$ cat src/rtl/vga_timing_pkg.sv
// Default 640x480@60 raster constants and shared types for the VGA timing generator.
package vga_timing_pkg;

    localparam int unsigned DEF_H_TOTAL = 800;
    localparam int unsigned DEF_H_SYNC  = 96;
    localparam int unsigned DEF_H_BACK  = 48;
    localparam int unsigned DEF_H_FRONT = 16;
    localparam int unsigned DEF_V_TOTAL = 525;
    localparam int unsigned DEF_V_SYNC  = 2;
    localparam int unsigned DEF_V_BACK  = 33;
    localparam int unsigned DEF_V_FRONT = 10;

    // Active window is [START, END) in counter units.
    localparam int unsigned H_ACT_START = DEF_H_SYNC + DEF_H_BACK;
    localparam int unsigned H_ACT_END   = DEF_H_TOTAL - DEF_H_FRONT;
    localparam int unsigned V_ACT_START = DEF_V_SYNC + DEF_V_BACK;
    localparam int unsigned V_ACT_END   = DEF_V_TOTAL - DEF_V_FRONT;

    typedef logic [9:0] cnt_t;

    typedef struct packed {
        logic hs;
        logic vs;
        logic blank_n;
    } sync_t;

    localparam sync_t SYNC_IDLE = '{hs: 1'b1, vs: 1'b1, blank_n: 1'b0};

    function automatic logic in_window(input cnt_t c, input cnt_t lo, input cnt_t hi);
        return (c >= lo) && (c < hi);
    endfunction

endpackage

$ cat src/rtl/vga_axis_counter.sv
// Wrapping 0..TOTAL-1 counter with count enable; wrap_o flags the enabled terminal count.
module vga_axis_counter
    import vga_timing_pkg::*;
#(
    parameter int unsigned TOTAL = 800
) (
    input  logic clk_i,
    input  logic rst_ni,
    input  logic en_i,
    output cnt_t cnt_o,
    output logic wrap_o
);

    cnt_t cnt_q;
    cnt_t cnt_d;

    always_comb begin
        wrap_o = en_i && (cnt_q == cnt_t'(TOTAL - 1));
        cnt_d  = cnt_q;
        if (wrap_o) begin
            cnt_d = '0;
        end else if (en_i) begin
            cnt_d = cnt_q + cnt_t'(1);
        end
    end

    always_ff @(posedge clk_i) begin
        if (!rst_ni) begin
            cnt_q <= '0;
        end else begin
            cnt_q <= cnt_d;
        end
    end

    assign cnt_o = cnt_q;

endmodule

$ cat src/rtl/vga_sync_timing_gen.sv
// Free-running VGA raster timing generator (default 640x480@60), registered HS/VS/blank_n.
// Define VGA_PIXEL_COORD_EN to add x_pos/y_pos/frame_start outputs.
module vga_sync_timing_gen
    import vga_timing_pkg::*;
#(
    parameter int unsigned H_TOTAL = DEF_H_TOTAL,
    parameter int unsigned H_SYNC  = DEF_H_SYNC,
    parameter int unsigned H_BACK  = DEF_H_BACK,
    parameter int unsigned H_FRONT = DEF_H_FRONT,
    parameter int unsigned V_TOTAL = DEF_V_TOTAL,
    parameter int unsigned V_SYNC  = DEF_V_SYNC,
    parameter int unsigned V_BACK  = DEF_V_BACK,
    parameter int unsigned V_FRONT = DEF_V_FRONT
) (
    input  logic       iVGA_CLK,
    input  logic       iRST_n,
    output logic       blank_n,
    output logic       HS,
    output logic       VS
`ifdef VGA_PIXEL_COORD_EN
    ,
    output logic [9:0] x_pos,
    output logic [9:0] y_pos,
    output logic       frame_start
`endif
);

    localparam cnt_t H_SYNC_END = cnt_t'(H_SYNC);
    localparam cnt_t V_SYNC_END = cnt_t'(V_SYNC);
    localparam cnt_t H_ACT_LO   = cnt_t'(H_SYNC + H_BACK);
    localparam cnt_t H_ACT_HI   = cnt_t'(H_TOTAL - H_FRONT);
    localparam cnt_t V_ACT_LO   = cnt_t'(V_SYNC + V_BACK);
    localparam cnt_t V_ACT_HI   = cnt_t'(V_TOTAL - V_FRONT);

    cnt_t  h_cnt;
    cnt_t  v_cnt;
    logic  h_wrap;
    logic  v_wrap_unused;
    logic  h_act;
    logic  v_act;
    sync_t sync_d;
    sync_t sync_q;

    vga_axis_counter #(.TOTAL(H_TOTAL)) u_h_cnt (
        .clk_i  (iVGA_CLK),
        .rst_ni (iRST_n),
        .en_i   (1'b1),
        .cnt_o  (h_cnt),
        .wrap_o (h_wrap)
    );

    // Vertical advances only on the horizontal wrap, so both wrap on the same edge.
    vga_axis_counter #(.TOTAL(V_TOTAL)) u_v_cnt (
        .clk_i  (iVGA_CLK),
        .rst_ni (iRST_n),
        .en_i   (h_wrap),
        .cnt_o  (v_cnt),
        .wrap_o (v_wrap_unused)
    );

    always_comb begin
        h_act          = in_window(h_cnt, H_ACT_LO, H_ACT_HI);
        v_act          = in_window(v_cnt, V_ACT_LO, V_ACT_HI);
        sync_d.hs      = ~(h_cnt < H_SYNC_END);
        sync_d.vs      = ~(v_cnt < V_SYNC_END);
        sync_d.blank_n = h_act & v_act;
    end

    always_ff @(posedge iVGA_CLK) begin
        if (!iRST_n) begin
            sync_q <= SYNC_IDLE;
        end else begin
            sync_q <= sync_d;
        end
    end

    assign HS      = sync_q.hs;
    assign VS      = sync_q.vs;
    assign blank_n = sync_q.blank_n;

`ifdef VGA_PIXEL_COORD_EN
    logic [9:0] x_d;
    logic [9:0] y_d;
    logic       fs_d;
    logic [9:0] x_q;
    logic [9:0] y_q;
    logic       fs_q;

    // Same registered stage as sync_q so coordinates line up with blank_n.
    always_comb begin
        x_d  = '0;
        y_d  = '0;
        fs_d = (h_cnt == H_ACT_LO) && (v_cnt == V_ACT_LO);
        if (h_act && v_act) begin
            x_d = h_cnt - H_ACT_LO;
            y_d = v_cnt - V_ACT_LO;
        end
    end

    always_ff @(posedge iVGA_CLK) begin
        if (!iRST_n) begin
            x_q  <= '0;
            y_q  <= '0;
            fs_q <= 1'b0;
        end else begin
            x_q  <= x_d;
            y_q  <= y_d;
            fs_q <= fs_d;
        end
    end

    assign x_pos       = x_q;
    assign y_pos       = y_q;
    assign frame_start = fs_q;
`endif

endmodule

$ cat config.mk
export PLATFORM = sky130hd
export DESIGN_NAME = vga_sync_timing_gen
export DESIGN_NICKNAME = d
export VERILOG_FILES = /design/src/rtl/vga_timing_pkg.sv /design/src/rtl/vga_axis_counter.sv /design/src/rtl/vga_sync_timing_gen.sv
export SDC_FILE = /design/constraint.sdc
export NUM_CORES = 1
export LEC_CHECK = 0
export ABC_CLOCK_PERIOD_IN_PS = 3650
export BUFFER_PORTS_ARGS = -buffer_cell sky130_fd_sc_hd__buf_2
export CAP_MARGIN = 0
export CORE_MARGIN = 1
export CORE_UTILIZATION = 63
export CTS_CLUSTER_DIAMETER = 40
export CTS_CLUSTER_SIZE = 30
export DETAILED_ROUTE_END_ITERATION = 10
export PLACE_DENSITY_LB_ADDON = 0.08
export SKIP_CTS_REPAIR_TIMING = 1
export SLEW_MARGIN = 30
export SYNTH_ARGS = -nofsm -noshare
export SYNTH_HDL_FRONTEND = slang
export SYNTH_SLANG_ARGS = --single-unit
$ cat constraint.sdc
create_clock -name iVGA_CLK -period 3.65 [get_ports iVGA_CLK]
set_clock_uncertainty 0.05 [all_clocks]
set_input_delay 0.73 -clock iVGA_CLK [delete_from_list [all_inputs] [get_ports iVGA_CLK]]
set_output_delay 0.73 -clock iVGA_CLK [all_outputs]
set_load 0.01 [all_outputs]
==> results of run 1 <==
cells by family after synthesis:
logic type	count (synthesis)
compound gates	11
xor+xnor	14
fa+ha+maj	4
buf+inv	14
flops	23
mux	1
simple gates	65
Yosys cell counts (all sizes together):
cell,count,share of area (%)
and2,3,1.6
nand4b,1,0.76
nor2,17,5.6
nand3,7,3.1
nor3,5,2.2
o2111a,1,0.98
nand4,8,4.4
xor2,4,3.1
xnor2,10,7.6
or4b,1,0.87
nand2b,1,0.55
or3,5,3.2
and3,1,0.55
buf,4,2.8
or4,1,0.98
o21ai,3,1.3
and4,2,1.5
nand2,7,2.3
a21oi,3,1.3
dfxtp,23,40
mux2i,1,0.87
ha,4,4.4
clkbuf,3,0.98
a41o,1,0.87
o22ai,1,0.55
inv,7,2.3
nor4,5,2.7
o31ai,1,0.65
or2,1,0.55
o41ai,1,1.4
worst reg2reg max path: stages, from the launching register on:
cell	delay, ns
dfxtp_1	0.41
ha_1	0.24
nand4_1	0.28
o41ai_2	0.93
nor2_1	0.13
final cells by class:
type	count	area, um^2	share of cell area, %
clock buffer	4	26.28	2.225
tap	25	31.28	2.648
sequential	23	460.4	38.98
multi-input combinational	95	616.8	52.22
timing repair buffer	4	20.02	1.695
inverter	7	26.28	2.225
layout by cell type, fill, tap and decap left out, types with 2 or more instances in the layout:
cell / netlist / final
and2_1: 3 / 3
nand2_1: 7 / 7
nor4_1: 5 / 5
nand3_1: 7 / 7
nor3_1: 5 / 5
nor2_1: 17 / 17
clkbuf_4: 0 / 3
o21ai_0: 3 / 3
dfxtp_1: 23 / 23
or3_1: 4 / 4
buf_2: 2 / 4
xnor2_1: 10 / 10
nand4_1: 8 / 8
ha_1: 4 / 4
xor2_1: 4 / 4
inv_1: 7 / 7
a21oi_1: 3 / 3
and4_1: 2 / 2
worst max-delay path by stage:
stage	from	endpoint	slack [ns]	cells past startpoint
2_1_floorplan	u_h_cnt.cnt_o[6]	u_v_cnt.cnt_o[9]	1.63	6
3_3_place_gp	u_h_cnt.cnt_o[0]	u_v_cnt.cnt_o[9]	1.57	5
3_5_place_dp	u_h_cnt.cnt_o[0]	u_v_cnt.cnt_o[3]	1.49	4
4_1_cts	u_h_cnt.cnt_o[0]	u_v_cnt.cnt_o[3]	1.47	4
5_1_grt	u_h_cnt.cnt_o[0]	u_v_cnt.cnt_o[4]	1.25	4
6_report	u_h_cnt.cnt_o[0]	u_v_cnt.cnt_o[3]	1.47	4
metrics by stage:
stage | cells | hold slack (ns) | utilization, % | setup WS, ns
2_1_floorplan | 132 | 0.3912 | - | 1.631
3_3_place_gp | 154 | 0.4089 | 67.62 | 1.571
3_5_place_dp | 154 | 0.4322 | 67.62 | 1.487
4_1_cts | 158 | 0.4656 | 69.16 | 1.475
5_1_grt | 158 | 0.4923 | 69.16 | 1.249
6_report | 158 | 0.4622 | 69.16 | 1.468
routing by layer:
metal	wire length (um)	vias to the layer above	GRT usage, %	share of wire, %
met2	1011	22	39.12	48
met4	25	0	9.091	1.2
met1	1016	434	36.18	48
met3	68	2	3.673	3.2
li1	-	467	-	-
met5	0	-	0	0
state kept, by name, summed over array words and instances (netlist names):
register / flops
u_h_cnt.cnt_o: 10
u_v_cnt.cnt_o: 10
HS: 1
VS: 1
blank_n: 1
where the power goes:
part           internal [mW]  switching, mW  leakage, nW
registers              0.255        0.00364        0.187
clock network         0.0428         0.0763       0.0150
logic                0.00483        0.00834        0.220
total                  0.303         0.0883        0.421
==> flow_metrics.tcl, run 1 <==
set metrics [dict create \
    antenna_cells 0 \
    routed_via_density 5.854 \
    start_kind "register" \
    syn2layout_area_growth_pct 2.944 \
    fillerInstances 127 \
    gr-usage-all-layers_pct 25.44 \
    yosysUniqueCellTypes 32 \
    crit_type "register to register" \
    crit_path_end_kind "register" \
    worst-r2r-cell-count 4 \
    seq_area_frac_synth_pct 40.13 \
    wire_per_inst_um 13.43 \
    gp_congestion 0.8054 \
    critical_path_buf_inv_count 0 \
    grt_pass1_wl_mm 3.781 \
    synth_xor_area_share_pct 10.69 \
    drc 0 \
    syn-instance-count 132 \
    grt_pass1_vias 844 \
    synth_adder_area_share_pct 4.362 \
    syn_area_mm2 0.001147 \
    die_x_um 44.68 \
    antenna_found_initial 0 \
    cpPeakStageDelay_ns 0.93 \
    synth_simple_gate_area_share_pct 30.75 \
    postRouteAntennaNets 0 \
    finalHoldViolCount 0 \
    syn_nets 138 \
    required_ns 3.78 \
    hold_end "u_h_cnt.cnt_o[0]" \
    place_area_mm2 0.001155 \
    hold_start "u_h_cnt.cnt_o[0]" \
    r2r_start "u_h_cnt.cnt_o[0]" \
    p_total_mw 0.3908 \
    crit_chain "ha_1, nand4_1, o41ai_2, nor2_1" \
    cp_data_arrival_time_ns 2.31 \
    fmax_ghz 0.4583 \
    dr.pass1.iters 4 \
    die_area_mm2 0.001996 \
    cts_buffers 3 \
    avgSynthCellArea_um2 8.692 \
    p_per_area_mw_per_mm2 330.9 \
    initial_utilization_pct 67.18 \
    rows 15 \
    maxSlewViolCount 0 \
    layout.nets 140 \
    grt_max_degree 13 \
    r2r_setup_slack_ns 1.47 \
    grt.overflow.total 0 \
    h-tree-depth 1 \
    cts_tree "done" \
    synth_top_family_by_area "simple AND/OR/NAND/NOR gates" \
    period_share_pct 59.78 \
    dp_hpwl_mm 1.571 \
    routed_wl_mm 2.122 \
    tns_ns 0 \
    ir_drop_mv 0.2287 \
    max-slew-margin-rel_pct 38.89 \
    synthMuxAreaShare_pct 0.8724 \
    clkTransAtPathRegs_ns 0.12 \
    hold_path_depth 1 \
    cts_buffer_depth 2 \
    worstPathMaxFanout 10 \
    synth-seq-cells 23 \
    die-height_um 44.68 \
    fin_crit_ns 2.182 \
    outcome "complete, no violations" \
    drv_cap 0 \
    reg2reg_to "u_v_cnt.cnt_o[3]" \
    hp-class "register to register" \
    io_pins 5 \
    core_mm2 0.001708 \
    slowest_stage "o41ai_2" \
    worst_slew_pin_slew_ns 0.9068 \
    synth-compound-area-share_pct 7.088 \
    cts-root-buf "clkbuf_4" \
    p_leak_nw 0.4212 \
    clk_latency_ns 0.31 \
    port_buffers 4 \
    critPathTopFamily "compound AO/OA/AOI/OAI gates" \
    rsz0062_at_grt "no" \
    drt_iter0_drc 16 \
    final_area_mm2 0.001181 \
    ys_warn_count 0 \
    via_count 925 \
    setup_viol 0 \
    drive_gt1_share_pct 9.023 \
    clock-sinks 23 \
]
Power figures use the tool's default switching activity.
==> run 2: changes to the inputs <==
ABC_CLOCK_PERIOD_IN_PS = 1810   (was 3650)
CORE_UTILIZATION = 53   (was 63)
clock period = 1.81 ns   (was 3.65 ns; I/O delays follow)
==> flow_metrics.tcl, run 2 (same netlist as run 1, synthesis figures left out) <==
set metrics [dict create \
    outcome "finished, violations left" \
    violations "setup timing" \
    finalHoldViolCount 0 \
    h-tree-depth 1 \
    worstPathMaxFanout 6 \
    layout_common_cells "dfxtp_1 (20), buf_4 (20), nor2_1 (17), xnor2_1 (10), nand4_1 (8)" \
    cp_data_arrival_time_ns 2.03 \
    worst-r2r-cell-count 5 \
    max-slew-margin-rel_pct 73.31 \
    combinationalPowerShare_pct 4.8 \
    routed_via_density 5.556 \
    clock-sinks 23 \
    gp_congestion 0.8102 \
    tns_ns -0.003620 \
    crit_path_end_kind "register" \
    via_count 1000 \
    cts-root-buf "clkbuf_4" \
    multiInputGateArea_um2 655.6 \
    period_share_pct 100.2 \
    hold_ws_ns 0.2669 \
    initial_utilization_pct 57.31 \
    drc 0 \
    fmax_ghz 0.5514 \
    io_pins 5 \
    die_area_mm2 0.002355 \
    crit_type "register to register" \
    die-height_um 48.53 \
    start_kind "register" \
    seqCellArea_um2 466.7 \
    fin_crit_ns 1.814 \
    clock_power_share_pct 30.4 \
    syn2layout_area_growth_pct 20.28 \
    switchingPower_mw 0.1899 \
    p_per_area_mw_per_mm2 583.3 \
    die_x_um 48.53 \
    drv_cap 0 \
    hold_path_depth 2 \
    dr.pass1.iters 4 \
    grt_max_degree 14 \
    drive_gt1_share_pct 26.80 \
    grt_pass1_wl_mm 3.953 \
    p_leak_nw 0.5461 \
    clkTransAtPathRegs_ns 0.14 \
    maxSlewViolCount 0 \
    switching_share_pct 23.60 \
    ir_drop_mv 0.4723 \
    cts_buffer_depth 2 \
    p_int_mw 0.6150 \
    cts_tree "done" \
    dp_hpwl_mm 1.810 \
    drt_iter0_drc 32 \
    utilization_pct 68.94 \
    required_ns 2.02 \
    rsz0062_at_grt "yes" \
    clk_latency_ns 0.31 \
    postRouteAntennaNets 0 \
    cts_buffers 3 \
    core_mm2 0.002002 \
    hp-class "primary input to register" \
    seq_power_share_pct 64.8 \
    gr-usage-all-layers_pct 21.95 \
    port_buffers 4 \
    routed_wl_mm 2.359 \
    grt.overflow.total 0 \
    rows 16 \
    antenna_found_initial 0 \
    worst_slew_pin_slew_ns 0.3967 \
    antenna_cells 0 \
    grt_pass1_vias 913 \
    fillerInstances 177 \
    layout.nets 160 \
    setup_viol 1 \
    worst_slack_ns -0.003620 \
    wire_per_inst_um 13.11 \
    pre_cts_ws_ns -0.02524 \
]
## run 2: critical path, cell delays in order (launching register included)
cell	delay [ns]
dfxtp_4	0.39
ha_4	0.14
nand4_1	0.13
or4_4	0.58
or3_4	0.34
a21oi_2	0.14
## run 2: stage by stage
step,std cells,power [mW],cell area (um^2)
after floorplan,132,0.5537,1162
after global placement,176,0.5695,1323
after detailed placement,176,0.5711,1323
after CTS,180,0.8090,1350
after global routing,180,0.8371,1380
final,180,0.8050,1380
## run 2: final timing paths
kind,slack (ns),end,startpoint
min reg2reg,0.47,u_v_cnt.cnt_o[7],u_v_cnt.cnt_o[7]
max,-0.004,u_v_cnt.cnt_o[9],u_h_cnt.cnt_o[1]
min,0.27,VS,iRST_n
max reg2reg,-0.004,u_v_cnt.cnt_o[9],u_h_cnt.cnt_o[1]
## run 2: final cells by class
| cell class | instances | share of cell area (%) |
|---|---|---|
| inverter | 7 | 1.904 |
| sequential | 23 | 33.82 |
| tap | 27 | 2.448 |
| timing repair buffer | 24 | 12.33 |
| clock buffer | 3 | 1.632 |
| multi-input combinational | 95 | 47.51 |
| clock inverter | 1 | 0.3626 |
## run 2: power by group through the flow
stage | sequential, mW | clock [mW] | combinational [mW]
floorplan | 0.535 | 0 | 0.0183
CTS | 0.522 | 0.249 | 0.0384
global route | 0.523 | 0.271 | 0.0431
finish | 0.521 | 0.245 | 0.0389
detailed placement | 0.533 | 0 | 0.0381
global placement | 0.533 | 0 | 0.0370
## run 2: metal layers
metal | up-vias | global-route usage (%) | wire length [um]
met5 | - | 0 | 0
met4 | 0 | 7.843 | 38
met3 | 6 | 3.774 | 146
met2 | 31 | 34.04 | 1080
met1 | 460 | 30.75 | 1094
li1 | 503 | - | -
==> run 3: changes to the inputs <==
ABC_CLOCK_PERIOD_IN_PS = 1900   (was 1810)
CORE_UTILIZATION = 58   (was 53)
clock period = 1.9 ns   (was 1.81 ns; I/O delays follow)
==> flow_metrics.tcl, run 3 (same netlist as run 1, synthesis figures left out) <==
set metrics [dict create \
    outcome "complete, no violations" \
    clock-sinks 23 \
    cp_data_arrival_time_ns 2.03 \
    clkTransAtPathRegs_ns 0.13 \
    final_area_mm2 0.001323 \
    tns_ns 0 \
    grt_pass1_wl_mm 3.988 \
    initial_utilization_pct 64.35 \
    port_buffers 4 \
    drc 0 \
    gr-usage-all-layers_pct 26.43 \
    cts-root-buf "clkbuf_4" \
    syn2layout_area_growth_pct 15.27 \
    routed_wl_mm 2.444 \
    maxSlewViolCount 0 \
    grt_max_degree 14 \
    crit_type "register to register" \
    rows 15 \
    drive_gt1_share_pct 21.48 \
    start_kind "register" \
    place_area_mm2 0.001265 \
    fillerInstances 135 \
    clk_latency_ns 0.32 \
    setup_viol 0 \
    die_x_um 46.48 \
    die-height_um 46.48 \
    p_leak_nw 0.5073 \
    die_area_mm2 0.002160 \
    via_count 1027 \
    core_mm2 0.001783 \
    wl_met3_um 126 \
    antenna_found_initial 0 \
    grt.overflow.total 0 \
    required_ns 2.11 \
    worst_slack_ns 0.08560 \
    fmax_ghz 0.5511 \
    h-tree-depth 1 \
    hold_ws_ns 0.3019 \
    worst_slew_pin_slew_ns 0.4459 \
    p_per_area_mw_per_mm2 582.0 \
    gp_congestion 0.8208 \
    met1_length_mm 1.111 \
    cts_tree "done" \
    dr.pass1.iters 4 \
    hp-class "primary input to register" \
    dp_hpwl_mm 1.807 \
    r2r_setup_slack_ns 0.09 \
    worstPathMaxFanout 7 \
    layout.nets 156 \
    postRouteAntennaNets 0 \
    fin_crit_ns 1.814 \
    wire_per_inst_um 14.05 \
    grt_pass1_vias 928 \
    rsz0062_at_grt "no" \
    ir_drop_mv 0.4747 \
    met2WireLength_mm 1.140 \
    cts_buffer_depth 2 \
    crit_path_end_kind "register" \
    antenna_cells 0 \
    finalHoldViolCount 0 \
    period_share_pct 95.49 \
    io_pins 5 \
    max-slew-margin-rel_pct 70.04 \
    drv_cap 0 \
    layout_common_cells "dfxtp_1 (21), nor2_1 (17), buf_4 (16), xnor2_1 (10), nand4_1 (8)" \
    cts_buffers 3 \
    drt_iter0_drc 64 \
    routed_via_density 5.902 \
    final_common_cell "dfxtp_1" \
    pre_cts_ws_ns 0.04557 \
    highest_layer "met4" \
]
[run 3: final timing paths]
kind / from / end / cells after the start
worst max-delay path: u_h_cnt.cnt_o[6] / u_v_cnt.cnt_o[9] / 4
worst min register to register: u_v_cnt.cnt_o[7] / u_v_cnt.cnt_o[7] / 2
worst min-delay path: iRST_n / HS / 2
worst max register to register: u_h_cnt.cnt_o[6] / u_v_cnt.cnt_o[9] / 4
[run 3: area by class of cell]
type                       count  area (um^2)  area share (%)
inverter                       7        26.28           1.987
timing repair buffer          20        140.1           10.60
clock inverter                 1        5.005          0.3784
clock buffer                   3        22.52           1.703
sequential                    23        467.9           35.38
multi-input combinational     95        629.4           47.59
tap                           25        31.28           2.365
[run 3: per-stage QoR]
step / std cells / util, % / total power, mW
after floorplan: 132 / - / 0.5253
after global placement: 168 / 70.95 / 0.5355
after detailed placement: 168 / 70.95 / 0.5366
after CTS: 172 / 72.49 / 0.7631
after global routing: 174 / 74.18 / 0.7935
final: 174 / 74.18 / 0.7696
[run 3: power by group]
part / leakage, nW / switching (mW) / internal (mW)
clock: 0.0177 / 0.157 / 0.0790
combinational: 0.302 / 0.0196 / 0.0163
sequential: 0.188 / 0.00746 / 0.490
[run 3: per-layer routing]
metal	global-route usage [%]	vias to the layer above
li1	-	496
met1	33.25	491
met3	5.098	8
met4	14.71	0
met2	41.67	32
met5	0	-
[run 3: critical path, cell delays in order, from the launching register on]
cell     delay, ns
dfxtp_1       0.35
or3_4         0.43
or4_4         0.45
or3_1         0.32
a21oi_1       0.15
